===== config.mk =====
export PLATFORM = sky130hd
export DESIGN_NAME = muldiv_ctrl_flat
export DESIGN_NICKNAME = d
export VERILOG_FILES = /design/src/rtl/muldiv_pkg.sv /design/src/rtl/muldiv_ctrl_if.sv /design/src/rtl/muldiv_ctrl_div_step.sv /design/src/rtl/muldiv_ctrl.sv /design/src/flat_wrapper.sv
export SDC_FILE = /design/constraint.sdc
export NUM_CORES = 1
export LEC_CHECK = 0
export ABC_AREA = 1
export ABC_CLOCK_PERIOD_IN_PS = 9200
export CORE_AREA = 2 2 185 187
export CTS_CLUSTER_SIZE = 25
export DETAILED_ROUTE_END_ITERATION = 12
export DIE_AREA = 0 0 187 189
export PLACE_DENSITY = 0.64
export SLEW_MARGIN = 0
export SYNTH_ARGS = -nofsm -noshare
export SYNTH_HDL_FRONTEND = slang
export SYNTH_SLANG_ARGS = --single-unit
export TNS_END_PERCENT = 100

===== constraint.sdc =====
create_clock -name clk -period 9.2 [get_ports clk]
set_input_delay 1.38 -clock clk [delete_from_list [all_inputs] [get_ports clk]]
set_output_delay 1.38 -clock clk [all_outputs]
set_load 0.02 [all_outputs]

===== src/rtl/muldiv_pkg.sv =====
// Shared constants and types for the RV32M sequencer.
// Imported by the interface, the divide step and the controller.
package muldiv_pkg;

    localparam int XLEN = 32;
    localparam int DIV_ITERS = 32;

    localparam logic [2:0] OP_MUL    = 3'd0;
    localparam logic [2:0] OP_MULH   = 3'd1;
    localparam logic [2:0] OP_MULHSU = 3'd2;
    localparam logic [2:0] OP_MULHU  = 3'd3;
    localparam logic [2:0] OP_DIV    = 3'd4;
    localparam logic [2:0] OP_DIVU   = 3'd5;
    localparam logic [2:0] OP_REM    = 3'd6;
    localparam logic [2:0] OP_REMU   = 3'd7;

    localparam logic [XLEN-1:0] DIV0_QUOT = 32'hFFFF_FFFF;
    localparam logic [XLEN-1:0] INT_MIN   = 32'h8000_0000;

    typedef enum logic [1:0] {
        S_IDLE = 2'd0,
        S_MUL  = 2'd1,
        S_DIV  = 2'd2,
        S_DONE = 2'd3
    } state_t;

    function automatic logic [XLEN-1:0] neg_if(
        input logic            neg,
        input logic [XLEN-1:0] v
    );
        return neg ? (~v + 1'b1) : v;
    endfunction

endpackage


===== src/rtl/muldiv_ctrl_if.sv =====
// Request, result and multiplier signals of the M-extension sequencer.
// slave is the sequencer side, master the pipeline/multiplier side.
interface muldiv_ctrl_if;
    import muldiv_pkg::*;

    logic            req_valid_i;
    logic            req_ready_o;
    logic [2:0]      op_i;
    logic [XLEN-1:0] rs1_i;
    logic [XLEN-1:0] rs2_i;
    logic            flush_i;
    logic            mul_start_o;
    logic [1:0]      mul_op_o;
    logic [XLEN-1:0] mul_a_o;
    logic [XLEN-1:0] mul_b_o;
    logic [XLEN-1:0] mul_result_i;
    logic            res_valid_o;
    logic [XLEN-1:0] res_o;
    logic            res_ready_i;
    logic            stall_o;

    modport slave (
        input  req_valid_i, op_i, rs1_i, rs2_i, flush_i,
        input  mul_result_i, res_ready_i,
        output req_ready_o, mul_start_o, mul_op_o, mul_a_o, mul_b_o,
        output res_valid_o, res_o, stall_o
    );

    modport master (
        output req_valid_i, op_i, rs1_i, rs2_i, flush_i,
        output mul_result_i, res_ready_i,
        input  req_ready_o, mul_start_o, mul_op_o, mul_a_o, mul_b_o,
        input  res_valid_o, res_o, stall_o
    );

endinterface


===== src/rtl/muldiv_ctrl_div_step.sv =====
// One restoring-division iteration, MSB first.
// The quotient register doubles as the dividend shift source.
module div_step
    import muldiv_pkg::*;
(
    input  logic [XLEN:0]   rem,
    input  logic [XLEN-1:0] quot,
    input  logic [XLEN-1:0] dvs,
    output logic [XLEN:0]   rem_nx,
    output logic [XLEN-1:0] quot_nx
);

    logic [XLEN+1:0] sh;
    logic [XLEN+1:0] trial;
    logic            neg;

    always_comb begin
        sh      = {rem, quot[XLEN-1]};
        trial   = sh - {2'b00, dvs};
        neg     = trial[XLEN+1];
        rem_nx  = neg ? sh[XLEN:0] : trial[XLEN:0];
        quot_nx = {quot[XLEN-2:0], ~neg};
    end

endmodule


===== src/rtl/muldiv_ctrl.sv =====
// EX-stage RV32M sequencer: drives an external multiplier and
// runs division internally, holding the result until consumed.
module muldiv_ctrl
    import muldiv_pkg::*;
#(
    parameter int MUL_LAT = 2
) (
    input logic clk,
    input logic rst,
    muldiv_ctrl_if.slave bus
);

    localparam logic [4:0] MUL_LAST = 5'(MUL_LAT);
    localparam logic [4:0] DIV_LAST = 5'(DIV_ITERS - 1);

    state_t          state;
    state_t          state_nx;
    logic [4:0]      cnt;
    logic [1:0]      op_q;
    logic [XLEN-1:0] a_q;
    logic [XLEN-1:0] b_q;
    logic [XLEN-1:0] res_q;
    logic [XLEN:0]   rem_q;
    logic [XLEN-1:0] quot_q;

    logic            accept;
    logic            div_zero;
    logic            div_ovf;
    logic            in_signed;
    logic            op_signed;
    logic [XLEN-1:0] dvs;
    logic [XLEN:0]   rem_nx;
    logic [XLEN-1:0] quot_nx;
    logic [XLEN-1:0] quot_fix;
    logic [XLEN-1:0] rem_fix;

    assign in_signed = !bus.op_i[0];
    assign accept    = state == S_IDLE && bus.req_valid_i && !bus.flush_i;
    assign div_zero  = bus.rs2_i == '0;
    assign div_ovf   = in_signed && bus.rs1_i == INT_MIN && bus.rs2_i == '1;

    assign op_signed = !op_q[0];
    assign dvs       = neg_if(op_signed && b_q[XLEN-1], b_q);
    assign quot_fix  = neg_if(op_signed && (a_q[XLEN-1] ^ b_q[XLEN-1]), quot_nx);
    assign rem_fix   = neg_if(op_signed && a_q[XLEN-1], rem_nx[XLEN-1:0]);

    div_step u_div_step (
        .rem     (rem_q),
        .quot    (quot_q),
        .dvs     (dvs),
        .rem_nx  (rem_nx),
        .quot_nx (quot_nx)
    );

    always_ff @(posedge clk) begin
        if (rst) begin
            state <= S_IDLE;
        end else begin
            state <= state_nx;
        end
    end

    always_comb begin
        state_nx = state;
        if (bus.flush_i) begin
            state_nx = S_IDLE;
        end else begin
            unique case (state)
                S_IDLE: begin
                    if (bus.req_valid_i) begin
                        if (!bus.op_i[2])            state_nx = S_MUL;
                        else if (div_zero || div_ovf) state_nx = S_DONE;
                        else                          state_nx = S_DIV;
                    end
                end
                S_MUL:  if (cnt == MUL_LAST) state_nx = S_DONE;
                S_DIV:  if (cnt == DIV_LAST) state_nx = S_DONE;
                S_DONE: if (bus.res_ready_i) state_nx = S_IDLE;
                default: state_nx = S_IDLE;
            endcase
        end
    end

    always_comb begin
        bus.req_ready_o = state == S_IDLE;
        bus.stall_o     = state != S_IDLE;
        bus.mul_start_o = state == S_MUL && cnt == '0;
        bus.res_valid_o = state == S_DONE;
        bus.mul_op_o    = op_q;
        bus.mul_a_o     = a_q;
        bus.mul_b_o     = b_q;
        bus.res_o       = res_q;
    end

    // Datapath; a flush freezes everything so a late multiplier
    // result or a half-finished quotient never reaches res_q.
    always_ff @(posedge clk) begin
        if (rst) begin
            cnt    <= '0;
            op_q   <= '0;
            a_q    <= '0;
            b_q    <= '0;
            res_q  <= '0;
            rem_q  <= '0;
            quot_q <= '0;
        end else if (accept) begin
            cnt    <= '0;
            op_q   <= bus.op_i[1:0];
            a_q    <= bus.rs1_i;
            b_q    <= bus.rs2_i;
            rem_q  <= '0;
            quot_q <= neg_if(in_signed && bus.rs1_i[XLEN-1], bus.rs1_i);
            if (bus.op_i[2] && div_zero) begin
                res_q <= bus.op_i[1] ? bus.rs1_i : DIV0_QUOT;
            end else if (bus.op_i[2] && div_ovf) begin
                res_q <= bus.op_i[1] ? '0 : INT_MIN;
            end
        end else if (!bus.flush_i) begin
            unique case (state)
                S_MUL: begin
                    cnt <= cnt + 5'd1;
                    if (cnt == MUL_LAST) res_q <= bus.mul_result_i;
                end
                S_DIV: begin
                    cnt    <= cnt + 5'd1;
                    rem_q  <= rem_nx;
                    quot_q <= quot_nx;
                    if (cnt == DIV_LAST) res_q <= op_q[1] ? rem_fix : quot_fix;
                end
                default: ;
            endcase
        end
    end

endmodule


===== src/flat_wrapper.sv =====
// flat-port wrapper written by rule: the top's interface ports become plain ports
module muldiv_ctrl_flat import muldiv_pkg::*;
#(
    parameter int MUL_LAT = 2
)
  (clk, rst, bus_req_valid_i, bus_op_i, bus_rs1_i, bus_rs2_i, bus_flush_i, bus_mul_result_i, bus_res_ready_i, bus_req_ready_o, bus_mul_start_o, bus_mul_op_o, bus_mul_a_o, bus_mul_b_o, bus_res_valid_o, bus_res_o, bus_stall_o);
  muldiv_ctrl_if bus_i ();
  input logic clk;
  input logic rst;
  input wire logic [$bits(bus_i.req_valid_i)-1:0] bus_req_valid_i;
  input wire logic [$bits(bus_i.op_i)-1:0] bus_op_i;
  input wire logic [$bits(bus_i.rs1_i)-1:0] bus_rs1_i;
  input wire logic [$bits(bus_i.rs2_i)-1:0] bus_rs2_i;
  input wire logic [$bits(bus_i.flush_i)-1:0] bus_flush_i;
  input wire logic [$bits(bus_i.mul_result_i)-1:0] bus_mul_result_i;
  input wire logic [$bits(bus_i.res_ready_i)-1:0] bus_res_ready_i;
  output wire logic [$bits(bus_i.req_ready_o)-1:0] bus_req_ready_o;
  output wire logic [$bits(bus_i.mul_start_o)-1:0] bus_mul_start_o;
  output wire logic [$bits(bus_i.mul_op_o)-1:0] bus_mul_op_o;
  output wire logic [$bits(bus_i.mul_a_o)-1:0] bus_mul_a_o;
  output wire logic [$bits(bus_i.mul_b_o)-1:0] bus_mul_b_o;
  output wire logic [$bits(bus_i.res_valid_o)-1:0] bus_res_valid_o;
  output wire logic [$bits(bus_i.res_o)-1:0] bus_res_o;
  output wire logic [$bits(bus_i.stall_o)-1:0] bus_stall_o;
  assign bus_i.req_valid_i = bus_req_valid_i;
  assign bus_i.op_i = bus_op_i;
  assign bus_i.rs1_i = bus_rs1_i;
  assign bus_i.rs2_i = bus_rs2_i;
  assign bus_i.flush_i = bus_flush_i;
  assign bus_i.mul_result_i = bus_mul_result_i;
  assign bus_i.res_ready_i = bus_res_ready_i;
  assign bus_req_ready_o = bus_i.req_ready_o;
  assign bus_mul_start_o = bus_i.mul_start_o;
  assign bus_mul_op_o = bus_i.mul_op_o;
  assign bus_mul_a_o = bus_i.mul_a_o;
  assign bus_mul_b_o = bus_i.mul_b_o;
  assign bus_res_valid_o = bus_i.res_valid_o;
  assign bus_res_o = bus_i.res_o;
  assign bus_stall_o = bus_i.stall_o;
  muldiv_ctrl #(.MUL_LAT(MUL_LAT)) u_core (.clk(clk), .rst(rst), .bus(bus_i));
endmodule

Word level (Yosys, flattened, before mapping)
Cells that the tools add are included.

word-level totals
  flip-flop bits (word level) = 170
  bits in latches = 0
  memory bits (writable) = 0
  memory bits (read-only) = 0
  output and inout bits = 102
  logic and storage cells = 90
  memories kept = 0

operators by class
  add/subtract/negate cells = 6
  multiply operators = 0
  div/mod/pow operators = 0
  magnitude comparators = 0
  equality and inequality tests = 15
  shifts and indexed selects = 0
  mux-type cells = 25
  bitwise gates (word level) = 7
  reduce and logical (&&, ||, !) cells = 29

operators by type and width
  kind                                                                    count
  32-bit two-way mux                                                      16
  32-bit by 1-bit adder with 32-bit output (second input constant)        4
  32-bit inverter                                                         4
  32-bit equality test (second input constant)                            2
  32-bit case mux with 2 select lines                                     1
  34-bit by 32-bit subtractor with 34-bit output                          1
  33-bit two-way mux                                                      1
  32-bit zero test                                                        1
  1-bit logical AND                                                       11
  2-bit two-way mux                                                       5
  2-bit case mux with 4 select lines                                      1
  2-bit by 1-bit != test with 1-bit output (second input constant)        3
  3-bit by 1-bit != test with 1-bit output (second input constant)        2
  2-bit AND reduction                                                     3
  2-bit OR reduction                                                      3
  5-bit by 1-bit adder with 5-bit output (second input constant)          1
  5-bit by 2-bit equality test with 1-bit output (second input constant)  1
  5-bit equality test (second input constant)                             1
  5-bit zero test                                                         1
  5-bit AND reduction                                                     1
  2-bit equality test (second input constant)                             2
  2-bit != test (second input constant)                                   2
  4-bit AND reduction                                                     1
  2-bit nonzero test                                                      2
  other kinds (9)                                                         12

Longest topological paths before layout
Gate-level depths: netlist of the first run.

  depth in word-level cells = 13
  gate-level depth with buffers = 41
  depth with buffers taken out = 40

Modules after synthesis
Synthesis of the first run repeated with hierarchy kept, for this count alone.

unflattened totals
  cell total of the unflattened synthesis = 2656
  area, all modules = 15183.3 um^2

modules (own cells, without submodules)
  module       instances  cells an instance  area an instance (um^2)  seq. area each (um^2)
  muldiv_ctrl  1          1904               11506.0                  3403.3
  div_step     1          752                3677.3                   0.0

Worst setup path after synthesis of the first run
OpenSTA, ideal clock, no wires.

  path kind = register to register
  from = register u_core.b_q[0], in the netlist u_core.bus.mul_b_o[0]
  to = register u_core.res_q[30], in the netlist u_core.bus.res_o[30]
  library setup time = 0.122 ns
  arrival = 5.750 ns
  required time = 9.078 ns
  path slack = 3.328 ns
  cell stages (with the launch flop) = 40
  path buffers = 1
  clock period less this slack = 5.872 ns
  cell sequence = dfxtp_1 -> nor3_1 -> nor3b_1 -> inv_1 -> nor3_1 -> nor3b_1 -> nand2_1 -> nor3_2 -> inv_1 -> o21ai_1 -> inv_1 -> a21oi_2 -> o21ai_0 -> xor2_1 -> ha_1 -> inv_1 -> nor3_2 -> nand2_1 -> [4 not listed] -> nand2_8 -> buf_6 -> ha_1 -> nand3_1 -> nor3_1 -> nand2_1 -> nor3_1 -> nand2_1 -> nor3_1 -> nor2_1 -> a21oi_1 -> o21ai_0 -> o21bai_1 -> or2_0 -> a21oi_1 -> nand2_1 -> nand2_1 -> a21oi_2

between the ends
  longest elaborated chain between the ends = 13
  elaborated cells between the ends (all ways) = 17
  those cells by class = 4 x add/sub; 9 x mux; 4 x bitwise

RTL lines
  what                                                         line                                                    source
  from (decl)                                                  muldiv_ctrl.sv:21                                       logic [XLEN-1:0] b_q;
  from (signal assigned)                                       muldiv_ctrl.sv:110                                      b_q <= bus.rs2_i;
  32-bit inverter                                              muldiv_pkg.sv:31                                        return neg ? (~v + 1'b1) : v;
  32-bit by 1-bit adder with 32-bit output                     muldiv_pkg.sv:31
  32-bit two-way mux *                                         muldiv_pkg.sv:31
  34-bit by 32-bit subtractor with 34-bit output *             muldiv_ctrl_div_step.sv:19                              trial = sh - {2'b00, dvs};
  33-bit two-way mux / 1-bit inverter (equally long branches)  muldiv_ctrl_div_step.sv:21, muldiv_ctrl_div_step.sv:22
  32-bit inverter                                              muldiv_pkg.sv:31
  32-bit by 1-bit adder with 32-bit output                     muldiv_pkg.sv:31
  32-bit two-way mux                                           muldiv_pkg.sv:31
  32-bit two-way mux * (2 in series)                           muldiv_ctrl.sv:128                                      if (cnt == DIV_LAST) res_q <= op_q[1] ? rem_fix : quot_fix;
  32-bit case mux with 2 select lines *                        muldiv_ctrl.sv:119                                      unique case (state)
  32-bit two-way mux *                                         muldiv_ctrl.sv:118                                      end else if (!bus.flush_i) begin
  32-bit two-way mux *                                         muldiv_ctrl.sv:106                                      end else if (accept) begin
  to (signal assigned)                                         muldiv_ctrl.sv:116                                      res_q <= bus.op_i[1] ? '0 : INT_MIN;
  to (signal assigned)                                         muldiv_ctrl.sv:122                                      if (cnt == MUL_LAST) res_q <= bus.mul_result_i;
  to (signal assigned)                                         muldiv_ctrl.sv:128
  to (decl)                                                    muldiv_ctrl.sv:22                                       logic [XLEN-1:0] res_q;

Every way passes the cells marked *; elsewhere a longest branch is shown, timed or not. The select of a mux whose other input is x is not followed.
A chain may end at the register's enable or synchronous reset.

Final worst setup path of the first run
Same ends and word-level chain as after synthesis.

==> results of run 1 <==
-- layer usage --
metal | track usage | vias up | part of all wire
met3 | 0.0597 | 68 | 0.082
met5 | 0 | - | 0.00023
met2 | 0.466 | 677 | 0.43
li1 | - | 8029 | -
met4 | 0.0629 | 2 | 0.015
met1 | 0.454 | 7549 | 0.47
-- kinds of logic (layout without fill, tap and decap cells) --
group                      Yosys count  count (layout)  share of synthesized area
and+or+nand+nor                   1120            1120                      0.356
AOI/OAI and AO/OA                  527             527                      0.210
buffers and inverters              448             594                      0.124
DFF                                170             170                      0.240
xor gates and xnor gates            48              48                     0.0296
adders and majority gates           45              45                     0.0402
-- report_power, final --
group	leakage, nW	switching [mW]	internal [mW]	total [mW]
clock	0.271	0.349	0.380	0.728
combinational	6.36	0.931	0.455	1.39
sequential	1.39	0.0660	0.787	0.853
-- final cells by class --
class | instances | area [um^2]
fill | 3517 | 16300
multi-input combinational | 1740 | 9040
sequential | 170 | 3400
timing repair buffer | 218 | 2150
inverter | 344 | 1290
tap | 448 | 561
clock buffer | 19 | 433
clock inverter | 13 | 129
-- flip-flops by register name (all words and copies together) (netlist names) --
register / flops
u_core.quot_q: 32
u_core.bus.mul_a_o: 32
u_core.bus.mul_op_o: 2
u_core.cnt: 5
u_core.state: 2
u_core.bus.mul_b_o: 32
u_core.rem_q: 33
u_core.bus.res_o: 32
-- worst max-delay path: cells and delay by family (launching register included) --
kind,cells,cell delay [ns]
AO/OA/AOI/OAI,9,1.62
XOR/XNOR,1,0.18
adder cells (fa/ha/maj),2,0.58
buffers and inverters,4,0.33
flip-flops,1,0.35
AND/OR/NAND/NOR,22,3.78
-- worst max path at each step --
stage                                      from                   end  slack (ns)
after floorplan           u_core.bus.mul_b_o[0]  u_core.bus.res_o[30]        3.33
after global placement    u_core.bus.mul_b_o[0]  u_core.bus.res_o[30]        2.49
after detailed placement  u_core.bus.mul_b_o[0]  u_core.bus.res_o[30]        2.40
after CTS                 u_core.bus.mul_b_o[0]  u_core.bus.res_o[30]        2.33
after global routing      u_core.bus.mul_b_o[0]  u_core.bus.res_o[30]        1.49
final                     u_core.bus.mul_b_o[0]  u_core.bus.res_o[30]        2.24
-- stage by stage --
step / setup WS (ns) / power [mW] / instances / utilization / cell area [um^2]
global placement: 2.49 / 2.21 / 2920 / 0.494 / 16400
global route: 1.49 / 3.15 / 2952 / 0.511 / 17000
finish: 2.24 / 2.97 / 2952 / 0.511 / 17000
CTS: 2.33 / 2.95 / 2952 / 0.511 / 17000
floorplan: 3.33 / 1.81 / 2358 / - / 14200
detailed placement: 2.40 / 2.22 / 2920 / 0.494 / 16400
-- synth_stat cells (7+ instances only) --
master	count
nor2_2	21
o21ai_1	12
a21oi_1	195
a211oi_1	19
xor2_1	32
o21bai_1	10
a221oi_1	10
a31oi_1	19
ha_1	44
nor2_1	256
nor4_1	18
clkbuf_1	70
buf_4	9
o221ai_1	10
nand4_1	27
nand3_2	10
nand3_1	147
o211ai_1	31
inv_1	326
buf_2	11
dfxtp_1	170
o21ai_0	192
nand2_1	498
nor3_2	7
inv_2	15
nand3b_1	11
xnor2_1	16
nor3_1	63
a21oi_2	10
nand2_2	31
buf_1	9
-- cell usage in the layout (no fill, tap or decap), types with 11 or more instances in the layout --
master | netlist | final
nand2_1 | 498 | 498
inv_1 | 326 | 325
nor2_1 | 256 | 253
clkdlybuf4s50_1 | 0 | 205
a21oi_1 | 195 | 195
o21ai_0 | 192 | 192
dfxtp_1 | 170 | 170
nand3_1 | 147 | 147
nor3_1 | 63 | 63
ha_1 | 44 | 43
xor2_1 | 32 | 32
nand2_2 | 31 | 31
o211ai_1 | 31 | 31
nand4_1 | 27 | 27
nor2_2 | 21 | 22
a211oi_1 | 19 | 19
a31oi_1 | 19 | 19
nor4_1 | 18 | 18
clkbuf_16 | 0 | 17
inv_2 | 15 | 16
xnor2_1 | 16 | 16
buf_4 | 9 | 13
o21ai_1 | 12 | 12
nand3b_1 | 11 | 11
==> reports/results.tsv, run 1 <==
stage	metric	value	unit
timing	finalHoldViolCount	0	
timing	post-route-period-util	0.757	
synth	netlist-cell-type-count	57	
synth	syn_avg_cell_area	6.02	um^2
die	start_util	0.426	
global_route	grt_pass1_wl	85400	um
place	hpwl	43300	um
critical_path	regToRegStartpoint	u_core.bus.mul_b_o[0]	
clock_tree	post_cts_buffers	0	
synth	syn_nets	2507	
critical_path	timing_worst_setup_path_type	flip-flop to flip-flop	
critical_path	crit_top_cell	nand2_1	
timing	rsz0062_at_grt	false	
drt	detail-route-antenna-nets	0	
critical_path	required	9.55	ns
clock_tree	cts.sinks	170	
job	drv_cap	0	
timing	setup_viol	0	
power_and_ir_drop	leakagePower	8.02	nW
cells_and_area	insertedDiodeCount	0	
timing	maxSlewViolCount	0	
synth	ys_seq_elements	170	
place	gp_congestion	0.949	
clock_tree	cts-resized-gates	0	
clock_tree	cts-root-buf	clkbuf_16	
global_route	antenna_found_initial	1	
global_route	gr-total-overflow	0	
die	num_rows	67	
critical_path	r2r-end	u_core.bus.res_o[30]	
synth	yosysSeqAreaShare	0.240	
synth	yosysWarnings	0	
die	die_h	189	um
hold_path	min_to	u_core.bus.mul_a_o[9]	
timing	max_freq	144	MHz
timing	finalCriticalPeriod	6.96	ns
clock_tree	clk_path_buf_depth	2	
drt	routedWlPerCell	18.9	um
drt	vias	16300	
die	pin_count	206	
synth	synth_area_leaders	dfxtp_1 (24%), nand2_1 (13%), inv_1 (8.6%), a21oi_1 (6.9%), o21ai_0 (6.8%)	
timing	whs	0.470	ns
drt	drt_pass1_iterations	6	
cells_and_area	fin_nets	2640	
clock_tree	clock_latency	0.46	ns
critical_path	worst-r2r-cell-count	38	
critical_path	start_kind	flip-flop	
critical_path	crit_fanout	19	
hold_path	holdPathStages	2	
hold_path	hp-start	u_core.bus.mul_a_o[9]	
timing	worst_slew_pin_slew	1.10	ns
critical_path	regToRegSetupSlack	2.24	ns
synth	postSynthCellCount	2358	
global_route	grt_max_degree	100	
critical_path	critPathSlowestCell	nor3_1	
drt	drc	0	
cells_and_area	syn_to_final_growth	19.8	%
synth	synthFlopType	dfxtp_1	
synth	yosysTopAreaCell	dfxtp_1	
status	status	completed	
hold_path	hp-class	flip-flop to flip-flop	
global_route	grt_pass1_vias	14700	
place	io_buffers	205	
clock_tree	path_clk_slew	0.07	ns
die	core	33300	um^2
drt	routed_wl	55700	um
power_and_ir_drop	peakVddDrop	0.000181	V
clock_tree	postCtsHoldBufs	0	
timing	slew_headroom	0.265	
die	dieArea	35300	um^2
cells_and_area	drive_above_1_share	0.0643	
power_and_ir_drop	power.density	174	nW/um^2
synth	async_flop_share	0	
global_route	grt_usage	0.309	
critical_path	slowest_delay	0.40	ns
critical_path	end_kind	flip-flop	
timing	skew	0.0166	ns
critical_path	crit_arrival	7.31	ns
timing	setup_tns	0	ns
clock_tree	htree_levels	4	
drt	drtIter0Drc	1514	
clock_tree	cts_buffers	17	
die	die_w	187	um
synth	synth_top_area_share	0.240	
synth	syn_area	14200	um^2
drt	route.detailed.vias_per_inst	5.53	
synth	synth_edf_count	0	
clock_tree	cts_tree	yes	
(Power assumes the default switching activity.)
==> run 2, diff against run 1 <==
Settings changed: ABC_CLOCK_PERIOD_IN_PS 9200 to 6400, PLACE_DENSITY 0.64 to 0.67.
Clock period 9.2 ns to 6.4 ns, I/O delays scaled along.
==> run 2 against run 1 <==
Effect of this change: routed wire length up 1.6%; combinational power up 47%; worst setup slack worse by 1.8 ns; clock skew up 0.0053 ns; critical endpoint unchanged; highest routed layer is now met4.
==> reports/results.tsv, run 2 (synthesized netlist as in run 1, its figures left out) <==
stage	metric	value	unit	change
clock_tree	cts_tree	yes		
place	io_buffers	205		unchanged
timing	finalCriticalPeriod	5.92	ns	-1.04 ns
global_route	gr-total-overflow	0		unchanged
cells_and_area	fillerInstances	3465		-1.5%
global_route	antenna_found_initial	0		-1
timing	worst_slew_pin_slew	1.28	ns	+0.182 ns
critical_path	timing_worst_setup_path_type	flip-flop to flip-flop		
critical_path	crit_fanout	5		-14
timing	skew	0.0219	ns	+0.00532 ns
critical_path	slowest_delay	0.36	ns	-0.04 ns
cells_and_area	insertedDiodeCount	0		unchanged
critical_path	crit_top_cell	nand2_1		
die	start_util	0.426		unchanged
clock_tree	cts-root-buf	clkbuf_16		
cells_and_area	final_common_cell	nand2_1		
drt	routed_wl	56600	um	+1.6%
place	hpwl	44400	um	+2.5%
power_and_ir_drop	peakVddDrop	0.000249	V	+37%
status	status	completed		
die	dieArea	35300	um^2	unchanged
power_and_ir_drop	power.density	251	nW/um^2	+44%
drt	routedWlPerCell	19.1	um	+1.1%
die	pin_count	206		unchanged
hold_path	hp-class	flip-flop to flip-flop		
place	postPlaceCellArea	16500	um^2	+0.56%
power_and_ir_drop	leakagePower	8.10	nW	+1.0%
drt	drtIter0Drc	1780		+18%
clock_tree	path_clk_slew	0.07	ns	about the same
timing	setup_viol	0		unchanged
timing	maxSlewViolCount	0		unchanged
timing	post-route-period-util	0.925		+0.168
cells_and_area	regArea	3400	um^2	unchanged
die	die_h	189	um	unchanged
critical_path	regToRegSetupSlack	0.48	ns	-1.76 ns
critical_path	critPathSlowestCell	dfxtp_1		
place	gp_congestion	1.01		+6.7%
die	num_rows	67		unchanged
timing	finalHoldViolCount	0		unchanged
drt	vias	16500		+0.91%
global_route	grt_usage	0.314		+0.00494
global_route	grt_max_degree	100		unchanged
cells_and_area	max_flop_register	u_core.rem_q		
drt	route.detailed.vias_per_inst	5.55		+0.44%
timing	rsz0062_at_grt	true		
clock_tree	clk_path_buf_depth	2		unchanged
die	core	33300	um^2	unchanged
critical_path	crit_arrival	6.27	ns	-1.04 ns
timing	max_freq	169	MHz	+18%
global_route	grt_pass1_wl	86900	um	+1.7%
global_route	grt_pass1_vias	15000		+2.1%
clock_tree	cts_buffers	17		unchanged
cells_and_area	syn_to_final_growth	21.3	%	
cells_and_area	drive_above_1_share	0.0751		+0.0108
critical_path	end_kind	flip-flop		
cells_and_area	multi_input_area	9140	um^2	+1.1%
cells_and_area	final_cell_area	17200	um^2	+1.2%
drt	drt_pass1_iterations	6		unchanged
cells_and_area	final_cell_mix	nand2_1 (498), inv_1 (325), nor2_1 (252)		
clock_tree	postCtsHoldBufs	0		unchanged
drt	detail-route-antenna-nets	0		unchanged
drt	drc	0		unchanged
clock_tree	cts.sinks	170		unchanged
timing	setup_tns	0	ns	unchanged
critical_path	required	6.75	ns	-2.80 ns
clock_tree	clock_latency	0.46	ns	about the same
job	drv_cap	0		unchanged
cells_and_area	fin_nets	2654		+0.53%
timing	slew_headroom	0.139		-0.126
die	die_w	187	um	unchanged
clock_tree	htree_levels	4		unchanged
critical_path	start_kind	flip-flop		
cells_and_area	largest_register_ffs	33		unchanged
==> run 2: changes by cell type in the layout (fill, tap and decap cells not counted), sizes merged <==
cell      before  now
clkinvlp       2    3
buf           13   27
inv          349  347
clkinv         5    6
==> run 2: final timing paths <==
kind                                               to             startpoint  cells past startpoint
worst max-delay path             u_core.bus.res_o[30]  u_core.bus.mul_b_o[0]                     37
worst min-delay path            u_core.bus.mul_a_o[9]  u_core.bus.mul_a_o[9]                      2
worst max register to register   u_core.bus.res_o[30]  u_core.bus.mul_b_o[0]                     37
worst min register to register  u_core.bus.mul_a_o[9]  u_core.bus.mul_a_o[9]                      2
==> run 2: area by class of cell <==
cell class                      instances  area share
Multi-Input combinational cell       1740       0.531
Sequential cell                       170       0.198
Timing Repair Buffer                  232       0.131
Inverter                              344      0.0750
Tap cell                              448      0.0326
Clock buffer                           19      0.0251
Clock inverter                         13     0.00770
==> run 2: worst max-delay path, delay by kind of cell (launching register included) <==
kind,cells,cell delay (ns)
AOI/OAI and AO/OA,10,1.51
DFF,1,0.36
adders and majority gates,2,0.43
xor gates and xnor gates,1,0.18
and+or+nand+nor,20,2.98
buffers and inverters,4,0.33
==> run 2: stage by stage <==
step	worst slack [ns]	utilization	power [mW]	instances	hold slack, ns
after global routing	-0.0845	0.517	4.59	2966	0.491
after floorplan	0.528	-	2.60	2358	0.471
after CTS	0.0866	0.514	4.27	2965	0.473
after global placement	0.185	0.497	3.22	2933	0.460
after detailed placement	0.00819	0.497	3.23	2933	0.455
final	0.480	0.517	4.32	2966	0.472
==> run 2: what timing repair did <==
item                       CTS  global route
resized for setup            1            19
pin swaps                    0             2
buffers inserted             0             1
setup endpoints to repair    1            20
==> run 2: report_power, final <==
part / total (mW) / internal (mW) / leakage [nW] / switching (mW)
combinational: 2.05 / 0.676 / 6.44 / 1.37
sequential: 1.23 / 1.13 / 1.39 / 0.101
clock: 1.04 / 0.546 / 0.269 / 0.497
==> run 2: routing by layer <==
metal / GRT usage / share of wire / vias up
met1: 0.453 / 0.46 / 7565
met2: 0.479 / 0.43 / 805
met5: 0 / 0 / -
li1: - / - / 8024
met3: 0.0549 / 0.090 / 80
met4: 0.0812 / 0.021 / 0
==> run 3, diff against run 2 <==
Settings changed: GPL_TIMING_DRIVEN from default to 0.
==> run 3 against run 2 <==
Effect of this change: worst setup slack worse by 0.20 ns; cell count rose by 3.2%; fmax shrank 3.2%; core utilization grew 1.6 points; sequential share of layout area shrank 0.58 points; sequential power hardly changed; die area unchanged; combinational power is 4% higher; via count is 4.2% higher; largest power group unchanged.
==> reports/results.tsv, run 3 (synthesized netlist as in run 1, its figures left out) <==
stage	metric	value	unit	change
critical_path	critPathSlowestCell	dfxtp_1		
critical_path	regToRegStartpoint	u_core.bus.mul_b_o[2]		
critical_path	startpoint	u_core.bus.mul_b_o[2]		
power_and_ir_drop	peakVddDrop	0.000210	V	-16%
critical_path	timing_worst_setup_path_type	flip-flop to flip-flop		
power_and_ir_drop	switching_share	0.453		-0.00259
critical_path	slowest_delay	0.44	ns	+0.08 ns
timing	post-route-period-util	0.956		+0.0308
place	dpl_worst_slack	-0.968	ns	-0.976 ns
clock_tree	clk_path_buf_depth	2		unchanged
place	io_buffers	204		-0.49%
timing	maxSlewViolCount	0		unchanged
clock_tree	path_clk_slew	0.08	ns	about the same
timing	whs	0.470	ns	-0.00227 ns
place	gp_congestion	1.01		-0.41%
drt	routed_wl	64200	um	+13%
drt	drtIter0Drc	1968		+11%
drt	drc	0		unchanged
timing	finalCriticalPeriod	6.12	ns	+0.197 ns
drt	wl_met3	6190	um	+22%
clock_tree	cts-root-buf	clkbuf_16		
die	num_rows	67		unchanged
die	pin_count	206		unchanged
drt	route.detailed.vias_per_inst	5.61		+1.0%
die	core	33300	um^2	unchanged
drt	highest_layer	met4		
global_route	antenna_found_initial	1		+1
timing	setup_tns	0	ns	unchanged
clock_tree	clock_latency	0.47	ns	about the same
die	start_util	0.426		unchanged
power_and_ir_drop	power.share.clock	0.256		+0.015
power_and_ir_drop	pwr-share-seq	0.273		-0.012
clock_tree	cts_buffers	17		unchanged
job	drv_cap	0		unchanged
timing	worst_slack	0.283	ns	-0.197 ns
timing	worst_slew_pin_slew	1.07	ns	-0.216 ns
drt	m1WireLength	28500	um	+9.1%
timing	max_freq	163	MHz	-3.2%
power_and_ir_drop	leakagePower	8.30	nW	+2.5%
timing	skew	0.0193	ns	-0.00253 ns
critical_path	r2r-end	u_core.bus.res_o[30]		
die	die_w	187	um	unchanged
status	status	completed		
drt	detail-route-antenna-nets	0		unchanged
place	dp_cells	3010		+2.6%
critical_path	crit_arrival	6.48	ns	+0.21 ns
cells_and_area	syn_to_final_growth	25.1	%	
cells_and_area	final_common_cell	nand2_1		
timing	slew_headroom	0.289		+0.149
cells_and_area	final_cell_mix	nand2_1 (495), inv_1 (324), nor2_1 (254)		
clock_tree	postCtsHoldBufs	0		unchanged
power_and_ir_drop	comb_power_share	0.471		-0.002
drt	routedWlPerCell	21.0	um	+9.9%
critical_path	required	6.76	ns	about the same
place	hpwl	52000	um	+17%
power_and_ir_drop	p_switching	2.06	mW	+4.8%
cells_and_area	max_flop_register	u_core.rem_q		
critical_path	end_kind	flip-flop		
cells_and_area	layout.cells.non_filler	3060		+3.2%
cells_and_area	fin_nets	2748		+3.5%
clock_tree	htree_levels	4		unchanged
critical_path	crit_fanout	6		+1
global_route	grt_pass1_wl	95100	um	+9.5%
drt	drt_pass1_iterations	5		-1
timing	setup_viol	0		unchanged
power_and_ir_drop	power.internal	2.49	mW	+5.9%
hold_path	hp-class	flip-flop to flip-flop		
die	die_h	189	um	unchanged
drt	vias	17200		+4.2%
clock_tree	cts_tree	yes		
die	dieArea	35300	um^2	unchanged
global_route	gr-total-overflow	0		unchanged
critical_path	start_kind	flip-flop		
power_and_ir_drop	power.density	257	nW/um^2	+2.2%
global_route	grt_max_degree	17		-83%
cells_and_area	largest_register_ffs	33		unchanged
timing	finalHoldViolCount	0		unchanged
critical_path	worst-r2r-cell-count	37		unchanged
critical_path	endpoint	u_core.bus.res_o[30]		
cells_and_area	drive_above_1_share	0.0846		+0.00958
critical_path	regToRegSetupSlack	0.28	ns	-0.20 ns
global_route	grt_usage	0.354		+0.0404
global_route	grt_pass1_vias	15700		+5.2%
drt	met2WireLength	27900	um	+15%
clock_tree	cts.sinks	170		unchanged
## run 3: power groups by stage
stage / Sequential, mW / Clock [mW] / Combinational (mW)
2_1_floorplan: 1.26 / 0 / 1.33
3_3_place_gp: 1.25 / 0 / 2.01
3_5_place_dp: 1.26 / 0 / 2.02
4_1_cts: 1.23 / 1.17 / 2.06
5_1_grt: 1.25 / 1.20 / 2.36
6_report: 1.24 / 1.16 / 2.14
## run 3: worst min path at each step
stage	startpoint	to	slack, ns	cells past startpoint
2_1_floorplan	u_core.cnt[0]	u_core.cnt[0]	0.47	2
3_3_place_gp	u_core.bus.mul_a_o[4]	u_core.bus.mul_a_o[4]	0.45	2
3_5_place_dp	u_core.bus.mul_a_o[9]	u_core.bus.mul_a_o[9]	0.46	2
4_1_cts	u_core.bus.mul_a_o[10]	u_core.bus.mul_a_o[10]	0.47	2
5_1_grt	u_core.bus.mul_a_o[10]	u_core.bus.mul_a_o[10]	0.49	2
6_report	u_core.bus.mul_a_o[9]	u_core.bus.mul_a_o[9]	0.47	2
## run 3: cell type report
class	instances	area [um^2]
Inverter	344	1290
Sequential cell	170	3410
Multi-Input combinational cell	1740	9220
Buffer	103	464
Timing Repair Buffer	223	2180
Tap cell	448	561
Antenna cell	1	2.50
Clock inverter	13	183
Fill cell	3469	15500
Clock buffer	18	439
## run 3: through the flow
stage / utilization / total power [mW] / instance area (um^2)
floorplan: - / 2.60 / 14200
global placement: 0.505 / 3.27 / 16800
detailed placement: 0.505 / 3.28 / 16800
CTS: 0.528 / 4.46 / 17600
global route: 0.533 / 4.81 / 17700
finish: 0.533 / 4.55 / 17800
## run 3: critical path: cells and delay by family (launching register included)
family | cells | cell delay (ns)
compound gates | 10 | 1.68
xor+xnor | 1 | 0.19
fa+ha+maj | 2 | 0.46
buf+inv | 4 | 0.29
flops | 1 | 0.44
simple gates | 20 | 2.94
## run 3: per-layer routing
layer / vias up / track usage
li1: 8239 / -
met1: 8031 / 0.496
met2: 808 / 0.545
met3: 93 / 0.0780
met4: 0 / 0.0968
met5: - / 0
## run 3: what timing repair did
item                                    CTS  global route
endpoints found under the hold margin     0             0
setup buffers                             7            12
endpoints found under the setup margin    7             7
pin swaps                                11            16
gates resized for setup                  20            26
